[src/rtl/vga_out_fmt.sv]
// vga_out_fmt: display output formatter for the pattern generator stream.
// Blanks RGB outside DE, builds HSync/VSync pulses from the DE and VSync
// edges, and checks every line and frame against the expected geometry.
module vga_out_fmt #(
  parameter int PIXEL_DATA        = 8,
  parameter int COUNT_DEPTH       = 12,
  parameter int ACTIVE_HORIZONTAL = 1920,
  parameter int ACTIVE_VERTICAL   = 1080,
  parameter int H_FP              = 88,
  parameter int H_SYNC            = 44,
  parameter int V_SYNC            = 5
) (
  input  logic                   i_clk,
  input  logic                   i_rst,
  input  logic [PIXEL_DATA-1:0]  i_R_data,
  input  logic [PIXEL_DATA-1:0]  i_G_data,
  input  logic [PIXEL_DATA-1:0]  i_B_data,
  input  logic                   i_VSync,
  input  logic                   i_DE,
  input  logic                   i_err_clr,
  output logic [PIXEL_DATA-1:0]  o_R_data,
  output logic [PIXEL_DATA-1:0]  o_G_data,
  output logic [PIXEL_DATA-1:0]  o_B_data,
  output logic                   o_DE,
  output logic                   o_HSync,
  output logic                   o_VSync,
  output logic                   o_frame_done,
  output logic [COUNT_DEPTH-1:0] o_line_cnt,
  output logic                   o_timing_err
);

  // Horizontal FSM states (idle, active, front porch, sync, blank)
  localparam logic [2:0] ST_IDLE   = 3'd0;
  localparam logic [2:0] ST_ACTIVE = 3'd1;
  localparam logic [2:0] ST_FP     = 3'd2;
  localparam logic [2:0] ST_SYNC   = 3'd3;
  localparam logic [2:0] ST_BLANK  = 3'd4;

  localparam logic [COUNT_DEPTH-1:0] CNT_MAX   = '1;
  localparam logic [COUNT_DEPTH-1:0] EXP_PIX   = COUNT_DEPTH'(ACTIVE_HORIZONTAL);
  localparam logic [COUNT_DEPTH-1:0] EXP_LINES = COUNT_DEPTH'(ACTIVE_VERTICAL);
  localparam logic [COUNT_DEPTH-1:0] FP_LAST   = (H_FP > 0) ? COUNT_DEPTH'(H_FP - 1) : '0;
  localparam logic [COUNT_DEPTH-1:0] SYNC_LAST = COUNT_DEPTH'(H_SYNC - 1);
  localparam logic [COUNT_DEPTH-1:0] VS_LAST   = COUNT_DEPTH'(V_SYNC - 1);

  logic                   de_q;
  logic                   vs_q;
  logic                   de_rise;
  logic                   de_fall;
  logic                   vs_rise;
  logic [2:0]             state;
  logic [2:0]             state_nxt;
  logic [COUNT_DEPTH-1:0] porch_cnt;
  logic [COUNT_DEPTH-1:0] porch_nxt;
  logic                   early_rise;
  logic                   sync_end;
  logic [COUNT_DEPTH-1:0] pix_cnt;
  logic [COUNT_DEPTH-1:0] line_cnt;
  logic [COUNT_DEPTH-1:0] line_closed;
  logic [COUNT_DEPTH-1:0] pulse_cnt;
  logic                   first_frame;
  logic                   err_set;

  assign o_DE    = de_q;
  assign de_rise = i_DE & ~de_q;
  assign de_fall = ~i_DE & de_q;
  assign vs_rise = i_VSync & ~vs_q;

  // Video path: one register stage, colour forced to zero outside DE
  always_ff @(posedge i_clk or negedge i_rst) begin
    if (!i_rst) begin
      de_q     <= 1'b0;
      vs_q     <= 1'b0;
      o_R_data <= '0;
      o_G_data <= '0;
      o_B_data <= '0;
    end else begin
      de_q     <= i_DE;
      vs_q     <= i_VSync;
      o_R_data <= i_DE ? i_R_data : '0;
      o_G_data <= i_DE ? i_G_data : '0;
      o_B_data <= i_DE ? i_B_data : '0;
    end
  end

  // Horizontal FSM next state; a DE rise during porch or sync aborts the pulse
  always_comb begin
    state_nxt  = state;
    porch_nxt  = porch_cnt;
    early_rise = 1'b0;
    case (state)
      ST_IDLE, ST_BLANK: begin
        if (de_rise) state_nxt = ST_ACTIVE;
      end
      ST_ACTIVE: begin
        if (de_fall) begin
          porch_nxt = '0;
          state_nxt = (H_FP == 0) ? ST_SYNC : ST_FP;
        end
      end
      ST_FP: begin
        if (de_rise) begin
          state_nxt  = ST_ACTIVE;
          early_rise = 1'b1;
        end else if (porch_cnt == FP_LAST) begin
          state_nxt = ST_SYNC;
          porch_nxt = '0;
        end else begin
          porch_nxt = porch_cnt + 1'b1;
        end
      end
      ST_SYNC: begin
        if (de_rise) begin
          state_nxt  = ST_ACTIVE;
          early_rise = 1'b1;
        end else if (porch_cnt == SYNC_LAST) begin
          state_nxt = ST_BLANK;
          porch_nxt = '0;
        end else begin
          porch_nxt = porch_cnt + 1'b1;
        end
      end
      default: state_nxt = ST_IDLE;
    endcase
  end

  assign sync_end = (state == ST_SYNC) && (state_nxt == ST_BLANK);

  // Horizontal FSM registers; HSync is registered so it tracks the sync state exactly
  always_ff @(posedge i_clk or negedge i_rst) begin
    if (!i_rst) begin
      state     <= ST_IDLE;
      porch_cnt <= '0;
      o_HSync   <= 1'b0;
    end else begin
      state     <= state_nxt;
      porch_cnt <= porch_nxt;
      o_HSync   <= (state_nxt == ST_SYNC);
    end
  end

  // Line count as it stands once a same-cycle DE fall has been folded in
  assign line_closed = (de_fall && line_cnt != CNT_MAX) ? line_cnt + 1'b1 : line_cnt;

  assign err_set = early_rise
                 | (de_fall && pix_cnt != EXP_PIX)
                 | (vs_rise && !first_frame && line_closed != EXP_LINES);

  // Pixel and line counters, both saturating
  always_ff @(posedge i_clk or negedge i_rst) begin
    if (!i_rst) begin
      pix_cnt  <= '0;
      line_cnt <= '0;
    end else begin
      if (de_fall) pix_cnt <= '0;
      else if (i_DE && pix_cnt != CNT_MAX) pix_cnt <= pix_cnt + 1'b1;
      if (vs_rise) line_cnt <= '0;
      else line_cnt <= line_closed;
    end
  end

  // Frame status; the first frame after reset has no valid line count to report
  always_ff @(posedge i_clk or negedge i_rst) begin
    if (!i_rst) begin
      o_frame_done <= 1'b0;
      o_line_cnt   <= '0;
      first_frame  <= 1'b1;
    end else begin
      o_frame_done <= vs_rise & ~first_frame;
      if (vs_rise && !first_frame) o_line_cnt <= line_closed;
      if (vs_rise) first_frame <= 1'b0;
    end
  end

  // VSync output: starts on a VSync rise, ends after V_SYNC complete HSync pulses
  always_ff @(posedge i_clk or negedge i_rst) begin
    if (!i_rst) begin
      o_VSync   <= 1'b0;
      pulse_cnt <= '0;
    end else if (vs_rise) begin
      o_VSync   <= 1'b1;
      pulse_cnt <= '0;
    end else if (sync_end) begin
      if (o_VSync && pulse_cnt == VS_LAST) o_VSync <= 1'b0;
      if (pulse_cnt != CNT_MAX) pulse_cnt <= pulse_cnt + 1'b1;
    end
  end

  // Sticky timing error; a new error in the clear cycle keeps the flag set
  always_ff @(posedge i_clk or negedge i_rst) begin
    if (!i_rst) o_timing_err <= 1'b0;
    else if (err_set) o_timing_err <= 1'b1;
    else if (i_err_clr) o_timing_err <= 1'b0;
  end

endmodule

[config.mk]
export PLATFORM = sky130hd
export DESIGN_NAME = vga_out_fmt
export DESIGN_NICKNAME = d
export VERILOG_FILES = /design/src/rtl/vga_out_fmt.sv
export SDC_FILE = /design/constraint.sdc
export NUM_CORES = 1
export LEC_CHECK = 0
export ABC_CLOCK_PERIOD_IN_PS = 6200
export CAP_MARGIN = 20
export CORE_AREA = 2 2 102 104
export CTS_BUF_LIST = sky130_fd_sc_hd__clkbuf_8
export CTS_CLUSTER_DIAMETER = 100
export CTS_CLUSTER_SIZE = 24
export DETAILED_ROUTE_END_ITERATION = 8
export DIE_AREA = 0 0 104 106
export HOLD_SLACK_MARGIN = 0.05
export PLACE_DENSITY = 0.67
export SETUP_SLACK_MARGIN = 0.4
export SLEW_MARGIN = 30
export SYNTH_ARGS = -nofsm -noshare
export SYNTH_HDL_FRONTEND = slang
export SYNTH_SLANG_ARGS = --single-unit
[constraint.sdc]
create_clock -name i_clk -period 6.2 [get_ports i_clk]
set_clock_uncertainty 0.05 [all_clocks]
set_input_delay 1.24 -clock i_clk [delete_from_list [all_inputs] [get_ports i_clk]]
set_output_delay 1.24 -clock i_clk [all_outputs]
set_load 0.01 [all_outputs]
==> results of run 1 <==
==> through the flow <==
step	power [W]	hold slack [ns]
after detailed placement	0.0008939	0.4197
after CTS	0.001346	0.4366
after global routing	0.001401	0.4448
final	0.001331	0.4349
after floorplan	0.0007998	0.4119
after global placement	0.0008875	0.4100
==> state kept, by name, indices dropped and copies added (netlist names), 3 cells and up <==
name and count:
line_cnt 12, o_line_cnt 12, pix_cnt 12, porch_cnt 12, pulse_cnt 12, o_B_data 8
o_G_data 8, o_R_data 8, state 3
==> kinds of logic (layout without fill, tap and decap cells) <==
family | after synthesis | in the layout
AO/OA/AOI/OAI | 78 | 78
XOR/XNOR | 22 | 22
adder cells (fa/ha/maj) | 6 | 6
buffers and inverters | 25 | 96
flip-flops | 94 | 94
multiplexers | 7 | 7
AND/OR/NAND/NOR | 199 | 199
==> power by group through the flow <==
stage | clock network (W) | logic (W) | registers [W]
3_3_place_gp | 0 | 0.000189 | 0.000699
4_1_cts | 0.000463 | 0.000195 | 0.000689
5_1_grt | 0.000488 | 0.000217 | 0.000696
6_report | 0.000449 | 0.000192 | 0.000689
2_1_floorplan | 0 | 0.000104 | 0.000696
3_5_place_dp | 0 | 0.000194 | 0.000700
==> worst max-delay path, stage by stage <==
cell and delay [ns]:
sky130_fd_sc_hd__clkdlybuf4s50_1 0.50, sky130_fd_sc_hd__nor2b_1 0.57, sky130_fd_sc_hd__nand4_1 0.22, sky130_fd_sc_hd__mux2i_1 0.30, sky130_fd_sc_hd__nand2_1 0.09, sky130_fd_sc_hd__or4b_1 0.50
sky130_fd_sc_hd__o41a_1 0.41
==> cells in the mapped netlist (8+ instances only) <==
master	n	share of area [%]
sky130_fd_sc_hd__nand2_1	45	3.9
sky130_fd_sc_hd__nand3_1	16	1.8
sky130_fd_sc_hd__dfrtp_1	93	53
sky130_fd_sc_hd__nor2b_1	8	1.1
sky130_fd_sc_hd__o21ai_0	35	4.0
sky130_fd_sc_hd__nand4_1	13	1.9
sky130_fd_sc_hd__and3_1	12	1.7
sky130_fd_sc_hd__a21oi_1	13	1.5
sky130_fd_sc_hd__inv_1	9	0.78
sky130_fd_sc_hd__nor2_1	40	3.4
sky130_fd_sc_hd__clkbuf_1	13	1.1
sky130_fd_sc_hd__and2_1	29	4.2
sky130_fd_sc_hd__xor2_1	16	3.2
==> worst max-delay path by stage <==
| stage | end | start | depth (start not counted) | slack [ns] |
|---|---|---|---|---|
| after floorplan | o_timing_err | i_DE | 5 | 3.06 |
| after global placement | o_timing_err | i_DE | 7 | 2.34 |
| after detailed placement | o_timing_err | i_DE | 7 | 2.20 |
| after CTS | o_timing_err | i_DE | 7 | 2.59 |
| after global routing | o_timing_err | i_DE | 7 | 2.38 |
| final | o_timing_err | i_DE | 7 | 2.57 |
==> layer usage <==
layer | GRT usage, % | wire (um) | part of all wire [%] | vias to the layer above
met5 | 0 | 0 | 0 | -
met4 | 6.660 | 135 | 1.5 | 0
met3 | 5.947 | 710 | 7.9 | 13
met2 | 28.34 | 4166 | 46 | 108
met1 | 21.89 | 3984 | 44 | 1650
li1 | - | - | - | 1645
==> final cells by class <==
cell class | count | area share, %
repair buffers | 72 | 13.17
well taps | 136 | 3.153
flip-flops and latches | 94 | 43.60
multi-input cells | 312 | 35.47
clock inverters | 6 | 1.692
clock buffers | 9 | 2.295
inverters | 9 | 0.6259
==> metrics.md, run 1 <==
| Metric | Value |
|---|---|
| Sum of net half-perimeters after detailed placement | `~6300 um` |
| Measured slew at the worst slew-check pin | `slightly below 0.9 ns` |
| DR iter-0 viols | `160` |
| Adder-cell share of the synthesized area | `~1.7%` |
| Core ar. | `about 10000 um^2` |
| Cell row count | `37` |
| Cell chosen for the clock root | `sky130_fd_sc_hd__clkbuf_8` |
| Largest family of logic cells by synthesized area | `simple AND/OR/NAND/NOR gates` |
| Sequential share of power | `approximately 52%` |
| Residual DRC count | `0` |
| Number of violations of the max-capacitance limit | `0` |
| Post-synthesis sequential area ratio | `roughly 54%` |
| Syn nets | `~470` |
| Starting density of the core | `a little over two fifths` |
| Count of final max-slew check failures | `0` |
| Fraction of power consumed by the clock network | `33.8%` |
| Drt first pass iters | `4` |
| Number of warning messages in the yosys log | `0` |
| Cts-stage hold buffer count | `0` |
| Worst vdd ir | `between 0.1 and 0.15 mV` |
| Launching element type of the critical path | `input pin` |
| CP max FO | `9` |
| Utilization after layout | `~54%` |
| Detailed-route via count | `3416` |
| Part of the total power dissipated in combinational logic | `14.4%` |
| CTS H-tree depth | `3` |
| Internal power of the cells | `0.0009706 W` |
| Number of failing hold endpoints at the final stage | `0` |
| Count of different cell masters after synthesis | `48` |
| Worst hold path depth | `2` |
| Net Sw Frac | `roughly 27%` |
| Reg2Reg Capture Point | `pulse_cnt[9]` |
| Share of the clock period used by the worst path | `58.56%` |
| Worst hold start | `o_line_cnt[2]` |
| Relative slew slack | `approximately two fifths` |
| Number of top-level pins | `70` |
| Worst-case clock buffer depth | `2` |
| Die area | `roughly 11000 um^2` |
| Mean cell area of the mapped netlist | `~10 um^2` |
| Source of the worst register-to-register timing path | `porch_cnt[8]` |
| Total Negative Setup Slacks | `0 ns` |
| Proportion of synthesized flip-flops having asynchronous set or reset | `between 90% and 100%` |
| Drt via density | `between 5 and 6` |
| Largest net degree at the start of global routing | `54` |
| Die X | `between 100 and 150 um` |
| Overall die height | `106 um` |
| Global-route total usage across every layer | `17.54%` |
| N_diodes | `0` |
| Arrival time of the worst setup path | `around 3.8 ns` |
| Share of the synthesized netlist area taken by xor and xnor gates | `4.423%` |
| Layout cells sized above 1 | `4.980%` |
| Worst reg-to-reg path cell count | `6` |
| Most common cell after layout, fill and taps aside | `sky130_fd_sc_hd__dfrtp_1` |
| Sw Pwr | `0.0003599 W` |
| Number of synthesized flops with an enable pin | `0` |
| Detailed-route wire length per cell | `between 10 and 15 um` |
| TritonCTS clock tree | `yes` |
| Worst-case setup margin in the final layout | `2.569 ns` |
| Synthesized-area fraction occupied by and/or/nand/nor cells | `approximately a quarter` |
| Gate count of the mapped netlist | `between 400 and 500` |
| Sum of routed wire length over all layers | `~9000 um` |
| Storage element area | `~2400 um^2` |
| TritonCTS Sinks | `94` |
| Maximum clock frequency | `~0.28 GHz` |
| Num CTS Buffers | `9` |
| Final ANT Viol Nets | `0` |
| Crit end category | `flop` |
| Final weighted congestion in routability-driven placement | `about 0.82` |
| Register-to-register path setup slack | `around 3.3 ns` |
| Final-stage net count | `between 500 and 600` |
| Req. time, crit path | `between 6 and 7 ns` |
| Mux share of post-synthesis cell area | `1.637%` |
| Power per standard cell area | `~250 nW/um^2` |
| Setup repair after global routing missed its margin | `no` |
| Syn Std Cell Area | `approximately 4400 um^2` |
| Primary flip-flop cell chosen by synthesis mapping | `sky130_fd_sc_hd__dfrtp_1` |
| Number of cells in the finished layout apart from fillers | `638` |
| Leftover overflow at the end of global routing | `0` |
| Final critical-path required period | `around 3.6 ns` |
| Standby leakage power | `2.365 nW` |
| Wire length of the first global-routing pass | `between 15000 and 20000 um` |
| Run status | `complete, no violations` |
| Compound-cell area share of the yosys netlist | `11.34%` |
| Number of global-route vias before repair | `3415` |
| # setup viols final | `0` |
| Classification of the worst setup path | `in2reg` |
| Hold path endpoint | `o_line_cnt[2]` |
| Count of placed standard cells including taps | `between 600 and 700` |
| Initial antenna violation count | `0` |
| Classification of the worst-slack hold path | `reg2reg` |
| Post-synthesis to final-layout area growth | `23.89%` |
| Post-CTS resize count | `0` |
| Post-placement worst setup slack | `approximately 2.2 ns` |
| Clock network latency to the later pin of the worst-skew pair | `between 0.3 and 0.4 ns` |
| Footprint of the multi-input gates | `between 1500 and 2000 um^2` |
| # port buffers | `69` |
| Clock-pin slew on the worst setup and hold paths | `0.09 ns` |
| Setup Buffers After CTS | `0` |
| Filler cell count in the final layout | `935` |
| Leading cell types in the layout, fill and taps excluded | `sky130_fd_sc_hd__dfrtp_1, sky130_fd_sc_hd__clkdlybuf4s50_1, sky130_fd_sc_hd__nand2_1, sky130_fd_sc_hd__nor2_1, sky130_fd_sc_hd__o21ai_0` |
| Area after detailed placement | `between 5000 and 6000 um^2` |
| Post-route design area | `about 5400 um^2` |
| #FFs+latches synth | `94` |
Power figures use the tool's default switching activity.
==> inputs of run 2 (changes only) <==
Settings changed: ABC_CLOCK_PERIOD_IN_PS 6200 to 3800.
Clock period 6.2 ns to 3.8 ns, I/O delays scaled along.
==> run 2 against run 1 <==
Clock power up 44%. Combinational power rose by 64%. Cell count rose by 0.63%. Worst hold slack worse by 0.092 ns. Register-to-register slack lost 2.2 ns. First-iteration DRC count shrank 8.1%. Power increased by 57%. Setup slack got worse by 1.9 ns. Critical path type unchanged.
==> metrics.md, run 2 (synthesis gave the netlist of run 1 again) <==
| Metric | Value |
|---|---|
| Run status | `complete, no violations` |
| Final weighted congestion in routability-driven placement | `between 0.8 and 0.9` |
| N_diodes | `0` |
| Detailed-route wire length per cell | `13.89 um` |
| Cell chosen for the clock root | `sky130_fd_sc_hd__clkbuf_8` |
| Residual DRC count | `0` |
| Largest net degree at the start of global routing | `72` |
| Crit end category | `flop` |
| Final-layout worst hold slack | `about 0.34 ns` |
| Sum of net half-perimeters after detailed placement | `slightly above 6000 um` |
| Number of violations of the max-capacitance limit | `0` |
| Post-CTS resize count | `0` |
| Starting density of the core | `~44%` |
| Final critical-path required period | `~3.1 ns` |
| Num CTS Buffers | `9` |
| Most common cell after layout, fill and taps aside | `sky130_fd_sc_hd__dfrtp_1` |
| Die X | `between 100 and 150 um` |
| Die area | `~11000 um^2` |
| Cts-stage hold buffer count | `0` |
| # port buffers | `69` |
| Worst setup path startpoint | `i_DE` |
| DR iter-0 viols | `about 150` |
| Initial antenna violation count | `0` |
| Clock-pin slew on the worst setup and hold paths | `0.10 ns` |
| Global-route total usage across every layer | `17.45%` |
| TritonCTS Sinks | `between 90 and 100` |
| Utilization after layout | `around 54%` |
| Leftover overflow at the end of global routing | `0` |
| Storage element area | `2354 um^2` |
| Standby leakage power | `2.370 nW` |
| Share of the clock period used by the worst path | `82.32%` |
| Setup Buffers After CTS | `0` |
| Post-route design area | `about 5400 um^2` |
| Wire length of the first global-routing pass | `15470 um` |
| Area after detailed placement | `approximately 5200 um^2` |
| Source of the worst register-to-register timing path | `line_cnt[0]` |
| Number of top-level pins | `70` |
| Core ar. | `~10000 um^2` |
| Classification of the worst-slack hold path | `in2async` |
| Measured slew at the worst slew-check pin | `approximately 0.86 ns` |
| Arrival time of the worst setup path | `~3.3 ns` |
| Footprint of the multi-input gates | `1913 um^2` |
| Cell row count | `37` |
| Sum of routed wire length over all layers | `around 9000 um` |
| Filler cell count in the final layout | `between 900 and 1000` |
| TritonCTS clock tree | `yes` |
| Detailed-route via count | `3387` |
| Power per standard cell area | `around 390 nW/um^2` |
| Layout cells sized above 1 | `~5.5%` |
| Worst-case clock buffer depth | `2` |
| # setup viols final | `0` |
| Final-stage net count | `about 540` |
| Maximum clock frequency | `around 0.32 GHz` |
| Launching element type of the critical path | `input pin` |
| Count of final max-slew check failures | `0` |
| Post-synthesis to final-layout area growth | `23.98%` |
| Leading cell types in the layout, fill and taps excluded | `sky130_fd_sc_hd__dfrtp_1, sky130_fd_sc_hd__clkdlybuf4s50_1, sky130_fd_sc_hd__nand2_1, sky130_fd_sc_hd__nor2_1, sky130_fd_sc_hd__o21ai_0` |
| Clock network latency to the later pin of the worst-skew pair | `0.36 ns` |
| Drt via density | `5.276` |
| Classification of the worst setup path | `in2reg` |
| Setup repair after global routing missed its margin | `no` |
| Drt first pass iters | `4` |
| CTS H-tree depth | `3` |
| Total Negative Setup Slacks | `0 ns` |
| CP max FO | `5` |
| Worst vdd ir | `between 0.15 and 0.2 mV` |
| Relative slew slack | `between 40% and 50%` |
| Number of global-route vias before repair | `3307` |
| Final ANT Viol Nets | `0` |
| Req. time, crit path | `about 4.0 ns` |
| Overall die height | `~110 um` |
| Number of failing hold endpoints at the final stage | `0` |
==> run 2: per-layer routing <==
layer  track usage, %  vias up  wire [um]
met1            21.76     1618       3873
met3            8.155        6        825
met5                0        -          0
met2            27.40      112       4147
met4            4.730        0         71
li1                 -     1651          -
==> run 2: cell type report <==
cell class	count	share of cell area, %
clock buffer	9	2.293
inverter	9	0.6254
multi-input combinational	312	35.42
sequential	94	43.57
tap	136	3.150
timing repair buffer	76	13.78
clock inverter	6	1.158
==> run 2: stage by stage <==
step | setup slack (ns) | instances | power [W]
6_report | 0.6719 | 642 | 0.002085
4_1_cts | 0.6799 | 642 | 0.002111
3_3_place_gp | 0.5075 | 627 | 0.001452
3_5_place_dp | 0.2799 | 627 | 0.001461
5_1_grt | 0.5772 | 642 | 0.002200
2_1_floorplan | 1.139 | 431 | 0.001305
==> run 2: path summary, 6_finish.rpt <==
path	to	slack (ns)	depth (start not counted)
max reg2reg	o_timing_err	1.11	7
min	o_line_cnt[6]	0.34	1
min in group i_clk	o_VSync	0.43	1
max	o_timing_err	0.67	6
max in group asynchronous	pulse_cnt[2]	2.71	2
min reg2reg	o_VSync	0.43	1
==> run 2: report_power, final <==
part / switching, W / internal (W) / leakage [nW] / total, W
clock network: 0.000347 / 0.000299 / 0.0929 / 0.000647
logic: 0.000163 / 0.000151 / 1.02 / 0.000314
registers: 0.0000632 / 0.00106 / 1.25 / 0.00113
total: 0.000573 / 0.00151 / 2.37 / 0.00209
==> run 2: worst max-delay path, stage by stage <==
cell and delay [ns]:
sky130_fd_sc_hd__clkdlybuf4s50_1 0.47, sky130_fd_sc_hd__nand2b_1 0.28, sky130_fd_sc_hd__nor4_1 0.54, sky130_fd_sc_hd__mux2i_1 0.38, sky130_fd_sc_hd__or4b_1 0.47, sky130_fd_sc_hd__o41a_1 0.42
